--- config.mk ---
export PLATFORM = sky130hd
export DESIGN_NAME = uart_tx_fifo_flat
export DESIGN_NICKNAME = d
export VERILOG_FILES = /design/src/rtl/uart_tx_fifo_if.sv /design/src/rtl/uart_tx_fifo.sv /design/src/flat_wrapper.sv
export SDC_FILE = /design/constraint.sdc
export NUM_CORES = 1
export LEC_CHECK = 0
export CAP_MARGIN = 20
export CORE_MARGIN = 2
export CORE_UTILIZATION = 50
export CTS_BUF_LIST = sky130_fd_sc_hd__clkbuf_4 sky130_fd_sc_hd__clkbuf_8 sky130_fd_sc_hd__clkbuf_16
export CTS_CLUSTER_DIAMETER = 100
export DETAILED_ROUTE_END_ITERATION = 10
export PLACE_DENSITY = 0.77
export SYNTH_ARGS = -nofsm -noshare
export SYNTH_HDL_FRONTEND = slang
export SYNTH_SLANG_ARGS = --single-unit
--- constraint.sdc ---
create_clock -name clk -period 11.7 [get_ports clk]
set_input_delay 1.17 -clock clk [delete_from_list [all_inputs] [get_ports clk]]
set_output_delay 1.17 -clock clk [all_outputs]
set_load 0.01 [all_outputs]
--- src/rtl/uart_tx_fifo_if.sv ---
// Valid/ready write port carrying words from the producer into the UART transmit FIFO.
interface uart_tx_fifo_if #(
    parameter int unsigned DATA_BITS = 8
) ();
    logic                 s_valid;
    logic [DATA_BITS-1:0] s_data;
    logic                 s_ready;

    modport master (output s_valid, output s_data, input s_ready);
    modport slave  (input s_valid, input s_data, output s_ready);
endinterface

--- src/rtl/uart_tx_fifo.sv ---
// UART transmitter fed by a small word FIFO; frame format and bit period are latched
// per frame when the head word is popped.
module uart_tx_fifo #(
    parameter int unsigned DATA_BITS  = 8,
    parameter int unsigned FIFO_DEPTH = 4,
    parameter int unsigned DIV_W      = 16,
    localparam int unsigned LvlW = $clog2(FIFO_DEPTH + 1),
    localparam int unsigned PtrW = (FIFO_DEPTH > 1) ? $clog2(FIFO_DEPTH) : 1,
    localparam int unsigned BitW = $clog2(DATA_BITS)
) (
    input  logic             clk,
    input  logic             rst_n,
    input  logic [DIV_W-1:0] clks_per_bit,
    input  logic [1:0]       parity_mode,
    input  logic             two_stop,
    uart_tx_fifo_if.slave    s_if,
    output logic             tx,
    output logic             busy,
    output logic [LvlW-1:0]  fifo_level
);
    typedef enum logic [2:0] {StIdle, StStart, StData, StParity, StStop} state_e;

    logic [DATA_BITS-1:0] mem_q [FIFO_DEPTH];
    logic [PtrW-1:0]      wr_ptr_q, wr_ptr_d, rd_ptr_q, rd_ptr_d;
    logic [LvlW-1:0]      level_q, level_d;
    state_e               state_q, state_d;
    logic [DIV_W-1:0]     baud_q, baud_d, div_q, div_d;
    logic [BitW-1:0]      bit_q, bit_d;
    logic [DATA_BITS-1:0] shift_q, shift_d;
    logic                 par_en_q, par_en_d, par_bit_q, par_bit_d;
    logic                 two_stop_q, two_stop_d, tx_q, tx_d;
    logic                 push, pop, baud_end, fifo_nempty;
    logic [DATA_BITS-1:0] head;

    assign fifo_nempty = (level_q != '0);
    assign head        = mem_q[rd_ptr_q];
    assign s_if.s_ready = (level_q < LvlW'(FIFO_DEPTH));
    assign push        = s_if.s_valid && s_if.s_ready;
    assign baud_end    = (baud_q == div_q - DIV_W'(1));

    // State register
    always_ff @(posedge clk) begin
        if (!rst_n) begin
            wr_ptr_q   <= '0;
            rd_ptr_q   <= '0;
            level_q    <= '0;
            state_q    <= StIdle;
            baud_q     <= '0;
            div_q      <= DIV_W'(2);
            bit_q      <= '0;
            shift_q    <= '0;
            par_en_q   <= 1'b0;
            par_bit_q  <= 1'b0;
            two_stop_q <= 1'b0;
            tx_q       <= 1'b1;
        end else begin
            wr_ptr_q   <= wr_ptr_d;
            rd_ptr_q   <= rd_ptr_d;
            level_q    <= level_d;
            state_q    <= state_d;
            baud_q     <= baud_d;
            div_q      <= div_d;
            bit_q      <= bit_d;
            shift_q    <= shift_d;
            par_en_q   <= par_en_d;
            par_bit_q  <= par_bit_d;
            two_stop_q <= two_stop_d;
            tx_q       <= tx_d;
        end
    end

    always_ff @(posedge clk) begin
        if (push) begin
            mem_q[wr_ptr_q] <= s_if.s_data;
        end
    end

    // Next-state logic: frame sequencing and FIFO bookkeeping
    always_comb begin
        state_d    = state_q;
        baud_d     = baud_q;
        bit_d      = bit_q;
        shift_d    = shift_q;
        div_d      = div_q;
        par_en_d   = par_en_q;
        par_bit_d  = par_bit_q;
        two_stop_d = two_stop_q;
        pop        = 1'b0;

        if (state_q != StIdle) begin
            baud_d = baud_end ? '0 : baud_q + DIV_W'(1);
        end

        case (state_q)
            StIdle: pop = fifo_nempty;
            StStart: begin
                if (baud_end) begin
                    state_d = StData;
                    bit_d   = '0;
                end
            end
            StData: begin
                if (baud_end) begin
                    shift_d = shift_q >> 1;
                    if (bit_q == BitW'(DATA_BITS - 1)) begin
                        bit_d   = '0;
                        state_d = par_en_q ? StParity : StStop;
                    end else begin
                        bit_d = bit_q + BitW'(1);
                    end
                end
            end
            StParity: begin
                if (baud_end) state_d = StStop;
            end
            StStop: begin
                if (baud_end) begin
                    // bit_q counts completed stop periods when two are requested
                    if (two_stop_q && bit_q == '0) begin
                        bit_d = BitW'(1);
                    end else if (fifo_nempty) begin
                        pop = 1'b1;
                    end else begin
                        state_d = StIdle;
                    end
                end
            end
            default: state_d = StIdle;
        endcase

        if (pop) begin
            state_d    = StStart;
            baud_d     = '0;
            bit_d      = '0;
            shift_d    = head;
            div_d      = (clks_per_bit < DIV_W'(2)) ? DIV_W'(2) : clks_per_bit;
            par_en_d   = (parity_mode == 2'b01) || (parity_mode == 2'b10);
            par_bit_d  = (^head) ^ (parity_mode == 2'b10);
            two_stop_d = two_stop;
        end

        wr_ptr_d = wr_ptr_q;
        rd_ptr_d = rd_ptr_q;
        if (push) begin
            wr_ptr_d = (wr_ptr_q == PtrW'(FIFO_DEPTH - 1)) ? '0 : wr_ptr_q + PtrW'(1);
        end
        if (pop) begin
            rd_ptr_d = (rd_ptr_q == PtrW'(FIFO_DEPTH - 1)) ? '0 : rd_ptr_q + PtrW'(1);
        end

        case ({push, pop})
            2'b10:   level_d = level_q + LvlW'(1);
            2'b01:   level_d = level_q - LvlW'(1);
            default: level_d = level_q;
        endcase
    end

    // Output logic: tx is registered from the upcoming state so it moves on bit boundaries only
    always_comb begin
        case (state_d)
            StStart:  tx_d = 1'b0;
            StData:   tx_d = shift_d[0];
            StParity: tx_d = par_bit_d;
            default:  tx_d = 1'b1;
        endcase
    end

    assign tx         = tx_q;
    assign busy       = (state_q != StIdle) || fifo_nempty;
    assign fifo_level = level_q;
endmodule

--- src/flat_wrapper.sv ---
// flat-port wrapper written by rule: the top's interface ports become plain ports
module uart_tx_fifo_flat 
#(
    parameter int unsigned DATA_BITS  = 8,
    parameter int unsigned FIFO_DEPTH = 4,
    parameter int unsigned DIV_W      = 16,
    localparam int unsigned LvlW = $clog2(FIFO_DEPTH + 1),
    localparam int unsigned PtrW = (FIFO_DEPTH > 1) ? $clog2(FIFO_DEPTH) : 1,
    localparam int unsigned BitW = $clog2(DATA_BITS)
)
  (clk, rst_n, clks_per_bit, parity_mode, two_stop, tx, busy, fifo_level, s_if_s_valid, s_if_s_data, s_if_s_ready);
  uart_tx_fifo_if #(.DATA_BITS(DATA_BITS)) s_if_i ();
  input  logic clk;
  input  logic rst_n;
  input  logic [DIV_W-1:0] clks_per_bit;
  input  logic [1:0] parity_mode;
  input  logic two_stop;
  output logic tx;
  output logic busy;
  output logic [LvlW-1:0] fifo_level;
  input wire logic [$bits(s_if_i.s_valid)-1:0] s_if_s_valid;
  input wire logic [$bits(s_if_i.s_data)-1:0] s_if_s_data;
  output wire logic [$bits(s_if_i.s_ready)-1:0] s_if_s_ready;
  assign s_if_i.s_valid = s_if_s_valid;
  assign s_if_i.s_data = s_if_s_data;
  assign s_if_s_ready = s_if_i.s_ready;
  uart_tx_fifo #(.DATA_BITS(DATA_BITS), .FIFO_DEPTH(FIFO_DEPTH), .DIV_W(DIV_W)) u_core (.clk(clk), .rst_n(rst_n), .clks_per_bit(clks_per_bit), .parity_mode(parity_mode), .two_stop(two_stop), .s_if(s_if_i), .tx(tx), .busy(busy), .fifo_level(fifo_level));
endmodule
# --- Word level (Yosys, flattened, before mapping) ---
# Memory sizes are Yosys's and may differ from the RTL's. A register that Yosys moved wholly into a read port is not among the register bits.
# Cells that the tools add are included.
# W data, S select, Z words.
totals:
  ff_bits: 57
  latchBits: 0
  mem_bits_rw: 32
  romBits: 0
  elab_cells: 94
  memories: 1
memory_table:
  columns: ["memory", "depth", "word_bits", "rd", "rd_clocked_by_memory_dff", "write_ports", "line", "rtl"]
  rows:
  - ["u_core.mem_q", 4, 8, 1, 1, 1, "uart_tx_fifo.sv:23", "logic [DATA_BITS-1:0] mem_q [FIFO_DEPTH];"]
classes:
  addsub: 7
  n_mul: 0
  n_div: 0
  magnitude_cmp: 2
  eq_ne: 19
  shift: 0
  n_mux: 34
  bitwise_logic: 2
  reduce_logical: 16
op_table:
  columns: ["op", "count"]
  rows:
  - ["$mux W3", 14]
  - ["$mux W16", 2]
  - ["$mux W8", 3]
  - ["$add A16 B1 Y16 const B", 1]
  - ["$eq A16 B16 Y1", 1]
  - ["$lt A16 B2 Y1 const B", 1]
  - ["$sub A16 B1 Y16 const B", 1]
  - ["$pmux W3 S5", 1]
  - ["$eq A3 B2 Y1 const B", 4]
  - ["$pmux W3 S3", 1]
  - ["$reduce_bool A3 Y1", 3]
  - ["$eq A2 B2 Y1 const B", 4]
  - ["$mux W2", 4]
  - ["$ne A2 B1 Y1 const B", 4]
  - ["$reduce_xor A8 Y1", 1]
  - ["$add A3 B1 Y3 const B", 2]
  - ["$eq A3 B1 Y1 const B", 2]
  - ["$eq A3 B3 Y1 const B", 2]
  - ["$logic_not A3 Y1", 2]
  - ["$mux W1", 6]
  - ["$pmux W3 S2", 1]
  - ["$reduce_bool A2 Y1", 3]
  - ["$reduce_and A5 Y1", 1]
  - ["$add A2 B1 Y2 const B", 2]
  - ["other kinds (11)", 14]

# --- Longest topological paths before layout ---
depth:
  depth_word: 8
  ltp_mapped: 18
  mapped_depth_nobuf: 16

# --- Worst setup path before layout ---
# No wires, ideal clock.
synth_timing:
  path_kind: "reg2reg"
  startpoint: "register u_core.div_q[0]"
  endpoint: "register u_core.level_q[2] (netlist: u_core.fifo_level[2])"
  arrival_time_ns: 3.778
  required_time_ns: 11.628
  slack_ns: 7.850
  stages_incl_launch_ff: 19
  n_path_buf: 2
  path_cell_list: "dfxtp_1 -> inv_1 -> ha_1 -> or4b_1 -> buf_2 -> or3_1 -> nand3_2 -> nand4b_4 -> nor3_4 -> o2111ai_1 -> a21o_1 -> inv_2 -> buf_4 -> ha_1 -> inv_1 -> fa_1 -> xor2_1 -> or3_1 -> a21oi_1"
synth_via:
  elab_chain_len: 6
  word_cells_on_any_way: 8
  cone_classes: "1 x add/sub; 3 x eq/ne; 3 x mux; 1 x reduce/logical"
synth_rtl:
  columns: ["element", "line", "rtl"]
  rows:
  - ["start: declaration", "uart_tx_fifo.sv:27", "logic [DIV_W-1:0] baud_q, baud_d, div_q, div_d;"]
  - ["start signal: assignment", "uart_tx_fifo.sv:62", "div_q <= div_d;"]
  - ["$sub A16 B1 Y16 *", "uart_tx_fifo.sv:39", "assign baud_end = (baud_q == div_q - DIV_W'(1));"]
  - ["$eq A16 B16 Y1 *", "uart_tx_fifo.sv:39", null]
  - ["$mux W1 *", "uart_tx_fifo.sv:117", "if (baud_end) begin"]
  - ["$pmux W1 S2 *", "uart_tx_fifo.sv:94", "case (state_q)"]
  - ["via u_core.pop", "uart_tx_fifo.sv:32", "logic push, pop, baud_end, fifo_nempty;"]
  - ["$eq A2 B1 Y1 / $eq A2 B2 Y1 (equally long branches)", "uart_tx_fifo.sv:151", "case ({push, pop})"]
  - ["$pmux W3 S2 / $reduce_bool A2 Y1 (equally long branches)", null, null]
  - ["end signal: assignment", "uart_tx_fifo.sv:59", "level_q <= level_d;"]
  - ["end: declaration", "uart_tx_fifo.sv:25", "logic [LvlW-1:0] level_q, level_d;"]
# The timed path passes the listed nets; every way through them passes the cells marked *.
# A chain may end at the register's enable or synchronous reset.

# --- Worst setup path in the final report ---
layout_timing:
  startpoint: "register u_core.div_q[0]"
  endpoint: "register u_core.level_q[2] (netlist: u_core.fifo_level[2])"
layout_via:
  elab_chain_len: 6
  word_cells_on_any_way: 8
  cone_classes: "1 x add/sub; 3 x eq/ne; 3 x mux; 1 x reduce/logical"
layout_rtl:
  columns: ["element", "line"]
  rows:
  - ["$sub A16 B1 Y16 *", "uart_tx_fifo.sv:39"]
  - ["$eq A16 B16 Y1 *", "uart_tx_fifo.sv:39"]
  - ["$mux W1 *", "uart_tx_fifo.sv:117"]
  - ["$pmux W1 S2 *", "uart_tx_fifo.sv:94"]
  - ["$eq A2 B1 Y1 / $eq A2 B2 Y1 (equally long branches)", "uart_tx_fifo.sv:151"]
  - ["$pmux W3 S2 / $reduce_bool A2 Y1 (equally long branches)", null]
# Mark *: on every way between the ends. The rest lies on a longest branch, timed or not.

==> impl_metrics.env <==
export IMPL_worst_pin_slew_ps=1020
export IMPL_switching_share_pct=40.8
export IMPL_layout_drive_gt1_share_pct=7.72
export IMPL_grt_pass1_wl_um=15800
export IMPL_p_clk_share_pct=18.7
export IMPL_holdBufCountCts=0
export IMPL_final_net_count=530
export IMPL_yosysSeqAreaShare_pct=47.0
export IMPL_grt_max_degree=33
export IMPL_intPower_uw=677
export IMPL_gp_congestion=0.867
export IMPL_post_cts_buffers=0
export IMPL_pwr_share_seq_pct=39.4
export IMPL_ys_ff_latch=91
export IMPL_synthDistinctLibCells=62
export IMPL_clk_path_buf_depth=2
export IMPL_numCtsBuffers=9
export IMPL_cts_tree="built"
export IMPL_drc_errors=0
export IMPL_vias_per_cell=5.80
export IMPL_vdd_drop_max_v=0.000101
export IMPL_synth_top_area_share_pct=25.9
export IMPL_diodes=0
export IMPL_crit_fanout=32
export IMPL_hold_depth=2
export IMPL_status="complete, no violations"
export IMPL_p_leak_uw=0.00179
export IMPL_worstPathRequired_ps=11980
export IMPL_synthTopCellsByArea="dfxtp_1 26%, edfxtp_1 21%, xnor2_1 6.2%"
export IMPL_ys_flop_type="dfxtp_1"
export IMPL_synth_top_area_cell="dfxtp_1"
export IMPL_finalMaxSlewViolations=0
export IMPL_first_pass_iters=5
export IMPL_p_per_area_mw_per_mm2=223
export IMPL_finalClockSkew_ps=17.9
export IMPL_antenna_found_initial=0
export IMPL_max_clock_freq_mhz=197
export IMPL_synth_commonest_cells="59 x dfxtp_1, 54 x nand2_1, 40 x nor2_1, 32 x edfxtp_1, 32 x xnor2_1"
export IMPL_htreeDepth=3
export IMPL_drt_wl_total_um=9460
export IMPL_syn_nets=505
export IMPL_die_area_mm2=0.00989
export IMPL_critPathArrivalTime_ps=5340
export IMPL_fin_tns_setup_ps=0
export IMPL_comb_power_share_pct=41.9
export IMPL_row_count=34
export IMPL_worst_hold_path_type="reg -> reg"
export IMPL_grt_overflow=0
export IMPL_clock_sinks=91
export IMPL_drtIter0Drc=157
export IMPL_wl_per_cell_um=15.8
export IMPL_cts_root_buffer_cell="clkbuf_8"
export IMPL_die_height_um=99.5
export IMPL_clk_pin_slew_ps=100
export IMPL_start_kind="register"
export IMPL_crit_path_end_kind="register"
export IMPL_synth_edff_count=32
export IMPL_drv_cap=0
export IMPL_hold_viol=0
export IMPL_ys_async_sr_fraction_pct=0
export IMPL_rsz0062_at_grt="no"
export IMPL_timing_final_crit_share_pct=43.3
export IMPL_area_growth_pct=12.5
export IMPL_cts_resized=0
export IMPL_track_usage_pct=20.1
export IMPL_core_mm2=0.00876
export IMPL_timing_slew_headroom_pct=31.8
export IMPL_n_fill_cell=724
export IMPL_placement_io_buffers=35
export IMPL_syn_area_mm2=0.00456
export IMPL_grt_pass1_vias=3413
export IMPL_postRouteAntennaNets=0
export IMPL_min_period_ps=5060
export IMPL_synthCells=462
export IMPL_path_class="reg -> reg"
export IMPL_ioPinCount=36
export IMPL_synth_avg_cell_area_um2=9.86
export IMPL_initial_core_util_pct=52.0
export IMPL_clk_latency_ps=370
export IMPL_p_switching_uw=466
export IMPL_synthMostInstantiatedCell="dfxtp_1"
export IMPL_route_vias_total=3480
export IMPL_reg2reg_depth=16
export IMPL_dp_hpwl_um=6870
export IMPL_setup_violations=0
export IMPL_yosys_warnings=0
export IMPL_dieWidth_um=99.5
export IMPL_timing_hold_ws_ps=467
==> kinds of logic (layout without fill, tap and decap cells) <==
kind of cell	after synthesis	in the layout	synth area share (%)
AND/OR/NAND/NOR	185	185	21.1
flip-flops	91	91	47.0
AO/OA/AOI/OAI	78	78	11.2
XOR/XNOR	42	42	8.07
buffers and inverters	42	72	4.20
adder cells (fa/ha/maj)	13	13	3.73
multiplexers	11	11	4.64
==> metal layers <==
| metal | wire length, um | vias to the layer above | global-route usage (%) |
|---|---|---|---|
| met5 | 0 | - | 0 |
| met3 | 585 | 19 | 3.94 |
| met1 | 3980 | 1660 | 24.6 |
| li1 | - | 1687 | - |
| met4 | 204 | 0 | 7.90 |
| met2 | 4690 | 114 | 34.9 |
==> final cells by class <==
| type | count | area, um^2 | share of cell area (%) |
|---|---|---|---|
| multi-input combinational | 329 | 2220 | 43.4 |
| clock buffer | 9 | 124 | 2.42 |
| inverter | 21 | 78.8 | 1.54 |
| sequential | 91 | 2140 | 41.8 |
| tap | 108 | 135 | 2.64 |
| clock inverter | 7 | 73.8 | 1.44 |
| timing repair buffer | 35 | 350 | 6.83 |
==> cell usage in the layout (no fill, tap or decap), drive strengths merged, types with 3 or more instances in the layout <==
cell type	instances
a21boi	15
a21oi	27
a22oi	6
a31oi	4
and2	6
and3	5
clkbuf	9
clkdlybuf4s50	35
clkinv	3
dfxtp	59
edfxtp	32
ha	12
inv	25
mux4	8
nand2	54
nand2b	4
nand3	19
nand4	11
nand4b	3
nor2	40
nor2b	4
nor3	10
nor4	9
o211ai	3
o21ai	10
or3	10
xnor2	32
xor2	10
==> critical path, stage by stage (launching register included) <==
cell and delay [ps]:
dfxtp_1 370, inv_1 80, ha_1 230, or4b_1 610, nor4_1 330, nor2_1 70
a221o_1 360, o21ai_2 130, o2111ai_1 230, a21o_1 590, inv_2 600, ha_1 290
inv_1 70, fa_1 400, xor2_1 160, or3_1 300, a21oi_1 160
==> power groups by stage <==
stage          clock network [uW]  logic, uW  registers [uW]
6_report                      214        479             451
3_5_place_dp                    0        476             457
5_1_grt                       230        529             459
4_1_cts                       218        478             450
2_1_floorplan                   0        404             430
3_3_place_gp                    0        461             454
==> flip-flops by register name (all words and copies together), names as in the netlist, named ones only <==
| name | count |
|---|---|
| u_core.par_en_q | 1 |
| u_core.mem_q | 32 |
| u_core.div_q | 16 |
| u_core.tx | 1 |
| u_core.rd_ptr_q | 2 |
| u_core.par_bit_q | 1 |
| u_core.shift_q | 8 |
| u_core.bit_q | 3 |
| u_core.state_q | 3 |
| u_core.wr_ptr_q | 2 |
| u_core.fifo_level | 3 |
| u_core.baud_q | 16 |
| u_core.two_stop_q | 1 |
==> final timing paths <==
check                          from                    to  slack [ps]
hold reg to reg   u_core.two_stop_q     u_core.two_stop_q         470
setup reg to reg    u_core.div_q[0]  u_core.fifo_level[2]        6640
setup / recovery    u_core.div_q[0]  u_core.fifo_level[2]        6640
hold / removal    u_core.two_stop_q     u_core.two_stop_q         470
==> metrics by stage <==
step | instance area, um^2 | util [%] | power [uW] | std cells | setup slack, ps
after floorplan | 4560 | - | 834 | 462 | 7850
after global placement | 4930 | 56.3 | 916 | 584 | 6920
after detailed placement | 4930 | 56.3 | 933 | 584 | 6720
after CTS | 5130 | 58.5 | 1150 | 600 | 6660
after global routing | 5130 | 58.5 | 1220 | 600 | 6200
final | 5130 | 58.5 | 1140 | 600 | 6640
Power figures use the tool's default switching activity.
